### src/rtl/sam_mem_responder.sv
// rtl/sam_mem_responder.sv - SAM CPU bus memory responder with programmable wait states
//
// Purpose:
//   Serves one read or write per CPU request. WAIT stalls the CPU while the
//   access is pending. The access runs against an internal RAM of 16-bit words.
//   The request fields are captured when the request is accepted, so the CPU
//   may change the bus while it is stalled without affecting the access.
//
// Ports:
//   clk        in   1      system clock, all state on posedge
//   rst_n      in   1      asynchronous active-low reset (RAM is not cleared)
//   addr_bus   in   16     byte address; word index = addr_bus[IDX_W:1]
//   request    in   1      access request, held until wait_o is seen low
//   rw         in   1      1 = read, 0 = write
//   data_in    in   16     write data
//   data_out   out  16     read data, held until the next completed access
//   wait_o     out  1      stall while an accepted request is incomplete
//   err_o      out  1      last completed access was misaligned or out of range
//   load_en    in   1      preload strobe, honoured only in IDLE
//   load_addr  in   IDX_W  preload word index
//   load_data  in   16     preload data
module sam_mem_responder #(
  parameter int DEPTH       = 256,
  parameter int IDX_W       = 8,
  parameter int WAIT_CYCLES = 2
) (
  input  logic             clk,
  input  logic             rst_n,
  input  logic [15:0]      addr_bus,
  input  logic             request,
  input  logic             rw,
  input  logic [15:0]      data_in,
  output logic [15:0]      data_out,
  output logic             wait_o,
  output logic             err_o,
  input  logic             load_en,
  input  logic [IDX_W-1:0] load_addr,
  input  logic [15:0]      load_data
);

  localparam logic [1:0] S_IDLE = 2'd0;
  localparam logic [1:0] S_BUSY = 2'd1;
  localparam logic [1:0] S_DONE = 2'd2;

  logic [1:0]       state;
  logic [3:0]       cnt;
  logic [15:0]      lat_addr;
  logic [15:0]      lat_wdata;
  logic             lat_rw;
  logic [15:0]      ram [DEPTH];

  logic [IDX_W-1:0] idx;
  logic             addr_err;
  logic             complete;
  logic             ram_we;
  logic [IDX_W-1:0] ram_waddr;
  logic [15:0]      ram_wdata;

  assign idx      = lat_addr[IDX_W:1];
  assign addr_err = lat_addr[0] | ({1'b0, lat_addr[15:1]} >= 16'(DEPTH));
  // The access fires on the edge that leaves BUSY with the count exhausted.
  // A dropped request takes priority and aborts the access instead.
  assign complete = (state == S_BUSY) && request && (cnt == 4'd0);

  // Combinational so WAIT is already high in the cycle the request rises.
  assign wait_o = request & (state != S_DONE);

  always_ff @(posedge clk or negedge rst_n) begin
    if (!rst_n) begin
      state     <= S_IDLE;
      cnt       <= 4'd0;
      data_out  <= 16'h0000;
      err_o     <= 1'b0;
      lat_addr  <= 16'h0000;
      lat_rw    <= 1'b0;
      lat_wdata <= 16'h0000;
    end else begin
      case (state)
        S_IDLE: begin
          if (request) begin
            lat_addr  <= addr_bus;
            lat_rw    <= rw;
            lat_wdata <= data_in;
            cnt       <= 4'(WAIT_CYCLES);
            state     <= S_BUSY;
          end
        end
        S_BUSY: begin
          if (!request) begin
            state <= S_IDLE;
          end else if (cnt != 4'd0) begin
            cnt <= cnt - 4'd1;
          end else begin
            state <= S_DONE;
            if (addr_err) begin
              data_out <= 16'h0000;
              err_o    <= 1'b1;
            end else begin
              err_o <= 1'b0;
              if (lat_rw) begin
                data_out <= ram[idx];
              end
            end
          end
        end
        S_DONE: begin
          // A request held high here is never re-accepted; it must drop first.
          if (!request) begin
            state <= S_IDLE;
          end
        end
        default: state <= S_IDLE;
      endcase
    end
  end

  // Preload and CPU write are mutually exclusive by state (IDLE vs BUSY).
  always_comb begin
    ram_we    = 1'b0;
    ram_waddr = idx;
    ram_wdata = lat_wdata;
    if ((state == S_IDLE) && load_en) begin
      ram_we    = 1'b1;
      ram_waddr = load_addr;
      ram_wdata = load_data;
    end else if (complete && !lat_rw && !addr_err) begin
      ram_we = 1'b1;
    end
  end

  always_ff @(posedge clk) begin
    if (ram_we) begin
      ram[ram_waddr] <= ram_wdata;
    end
  end

endmodule

### config.mk
export PLATFORM = sky130hd
export DESIGN_NAME = sam_mem_responder
export DESIGN_NICKNAME = d
export VERILOG_FILES = /design/src/rtl/sam_mem_responder.sv
export SDC_FILE = /design/constraint.sdc
export NUM_CORES = 2
export LEC_CHECK = 0
export ABC_CLOCK_PERIOD_IN_PS = 6700
export BUFFER_PORTS_ARGS = -buffer_cell sky130_fd_sc_hd__buf_2
export CAP_MARGIN = 20
export CORE_MARGIN = 2
export CORE_UTILIZATION = 37
export CTS_CLUSTER_SIZE = 40
export DETAILED_ROUTE_END_ITERATION = 10
export SLEW_MARGIN = 20
export SYNTH_ARGS = -nofsm -noshare
export SYNTH_HDL_FRONTEND = slang
export SYNTH_SLANG_ARGS = --single-unit
export TNS_END_PERCENT = 30
### constraint.sdc
create_clock -name clk -period 6.7 [get_ports clk]
set_clock_uncertainty 0.2 [all_clocks]
set_input_delay 0.335 -clock clk [delete_from_list [all_inputs] [get_ports clk]]
set_output_delay 0.335 -clock clk [all_outputs]
set_load 0.005 [all_outputs]
==> results.md <==
* PwrDens at 406.3 nW/µm²
* Area grow syn2layout at 14.26%
* Yosys cell types at 83
* Post-synth ARST share at 0.01349
* Initial Util at 0.3714
* # rows at 242
* Final ANT Viol Nets at 0
* Total Wirelength at 470400 µm
* Footprint of the multi-input gates at 34440 µm²
* Starting DRT DRC Count at 12280
* Post-synthesis cell count at 7623
* Final setup vio count at 0
* Grt ovf at 0
* FMAX at 0.1860 GHz
* Crit path largest cell delay at 1220 ps
* EDFF count, synth at 4096
* # IOs at 79
* Avg WL per Cell at 33.01 µm
* Fin nets at 8212
* Postcts setup bufs at 0
* Total CTS buffers at 424
* Max-cap viol count at 0
* Die Y at 664.2 µm
* CTS tree: built
* Filler Cell Count at 37200
* Worst VDD drop at 316.5 µV
* HP Class: input port to flop
* Crit. End Element: flop
* Internal reg-to-reg setup slack at 1320 ps
* DPL Wire Length at 284400 µm
* Post-Syn Nets at 7686
* Vias in the first global route at 82210
* Yosys reg bits at 4152
* Initial antenna violation count at 35
* Clock Tree Root: clkbuf_16
* Status: finished, final reports clean
* GP Congestion at 0.8739
* Ys Warns at 0
* Slew @ Worst Pin at 1285 ps
* Minimum clock period at 5376 ps
* CTS clk-pin slew, worst paths at 60 ps
* Fin. max-slew vios at 0
* Layout cells sized above 1 at 0.2544
* Endpoints failing hold at 0
* FF+latch area at 124400 µm²
* WP data arrival at 6060 ps
* Avg Inst Size Synth at 21.15 µm²
* Hold-fix buffers, CTS at 81
* First-pass GRT wire length at 652800 µm
* Final core occ at 0.4243
* Slew HR at 0.1436
* Deepest clock path buffer count at 4
* Most used DFF post-synth: edfxtp_1
* Crit path kind: flop to flop
* Clk_lat worst skew at 1030 ps
* Design Power at 74.85 mW
* Worst hold margin at 42.22 ps
* H-tree Lvls at 5
* Leak at 57.90 nW
* Setup TNS at 0 ps
* Chip width at 664.2 µm
* Largest net degree at the start of global routing at 189
* Cell Area, Synth at 161200 µm²
* WP data required at 7380 ps
* Tot GR Track Use at 0.2076
* Crit path max-delay cell type: dfrtp_4
* 1st-pass router iterations at 9
* Crit path cell chain: buf_12 > buf_4 > buf_4 > mux4_2 > mux4_2 > a2111oi_0 > a21oi_1 > a21oi_1 > a31oi_1
* CTS sink count at 4152
* Crit start category: flop
* Worst Path Max Fanout at 37
* Remaining DRCs at 0
* Cts repair resizes at 0
* Die Footprint at 441100 µm²
* RSZ-0062 raised after global routing: no
* Via density at 5.846
* # port buffers at 78
* CORE AREA at 434200 µm²
* Period utilization at 0.8023
* Share of the yosys chip area belonging to registers at 0.7715
* Via count at 83300
-- metal layers --
| metal | global-route usage | routed length, µm | part of all wire | vias to the layer above |
|---|---|---|---|---|
| li1 | - | - | - | 33060 |
| met1 | 0.2887 | 186600 | 0.40 | 44710 |
| met2 | 0.3247 | 219000 | 0.47 | 4707 |
| met3 | 0.03896 | 44320 | 0.094 | 810 |
| met4 | 0.08040 | 20440 | 0.043 | 12 |
| met5 | 0 | 104 | 0.00022 | - |
-- report_power, final --
part	leakage (nW)	internal, mW	switching [mW]	total [mW]
Sequential	37.6	31.6	0.392	32.0
Combinational	13.8	6.21	13.6	19.8
Clock	6.54	13.0	10.0	23.0
-- area by class of cell --
| class | count | share of cell area |
|---|---|---|
| Tap cell | 5734 | 0.03894 |
| Antenna cell | 20 | 0.0002717 |
| Timing Repair Buffer | 544 | 0.02547 |
| Sequential cell | 4152 | 0.6753 |
| Inverter | 12 | 0.0003260 |
| Clock inverter | 246 | 0.01231 |
| Multi-Input combinational cell | 3015 | 0.1869 |
| Clock buffer | 527 | 0.06042 |
-- worst max-delay path: cells and delay by family (launching register included) --
family | cells | cell delay (ps)
AO/OA/AOI/OAI | 4 | 1530
flip-flops | 1 | 1220
buffers and inverters | 3 | 1140
multiplexers | 2 | 990
-- state kept, by name (all words and copies together) (netlist names) --
register   cells
lat_addr      16
lat_wdata     16
ram         4096
state          2
data_out      16
cnt            4
err_o          1
lat_rw         1
-- cells in the mapped netlist, drive strengths merged (10+ instances only) --
cell type,count,area (µm²)
a31oi,42,262.8
dfrtp,56,1401
buf,282,2535
clkbuf,162,609.3
mux4,842,19010
nand2,263,989.7
inv,10,37.53
mux2,54,608.1
nor2b,18,112.6
and3,12,75.07
nor3,46,230.2
mux2i,492,4925
and2,17,106.4
nand3,73,365.4
a21oi,127,635.6
o22ai,122,763.2
nand4,19,118.9
a2111oi,15,131.4
edfxtp,4096,123000
a221oi,20,181.4
o221ai,110,975.9
o31ai,14,105.1
o211ai,15,112.6
nor2,347,1303
a22oi,112,845.8
a211oi,26,195.2
o21ai,92,460.4
nor4,16,106.4
-- cell families after synthesis --
kind of cell,Yosys count,share of synthesized area
fa+ha+maj,2,0.0001552
buf+inv,456,0.01978
flops,4152,0.7715
compound gates,782,0.03371
mux,1388,0.1522
simple gates,841,0.02256
xor+xnor,2,0.0001087
-- path summary, 6_finish.rpt --
check,start,end,cells past startpoint
min,addr_bus[8],lat_addr[8],4
max,lat_addr[1],data_out[0],9
max reg2reg,lat_addr[1],data_out[0],9
max in group asynchronous,rst_n,lat_addr[4],4
min in group asynchronous,rst_n,lat_wdata[3],4
min reg2reg,lat_wdata[11],lat_wdata[11],1
-- cell usage in the layout (no fill, tap or decap), types with 76 or more instances in the layout --
| cell type | n |
|---|---|
| edfxtp_1 | 4096 |
| mux2i_1 | 492 |
| a22oi_1 | 111 |
| o221ai_1 | 108 |
| o22ai_1 | 122 |
| clkbuf_16 | 427 |
| buf_4 | 338 |
| clkinv_1 | 103 |
| o21ai_0 | 76 |
| dlygate4sd3_1 | 80 |
| a21oi_1 | 127 |
| buf_2 | 77 |
| nor2_1 | 188 |
| mux4_2 | 830 |
| nand2_1 | 244 |
| clkbuf_1 | 93 |
| nor2_2 | 152 |
-- metrics by stage --
stage	setup slack, ps	instance area [µm²]	instances
global route	1182	184200	14240
global placement	1187	169800	13370
detailed placement	1349	169900	13370
CTS	1337	184100	14230
finish	1324	184200	14250
floorplan	1314	161200	7623
No activity file was read; power rests on OpenSTA's default activity.
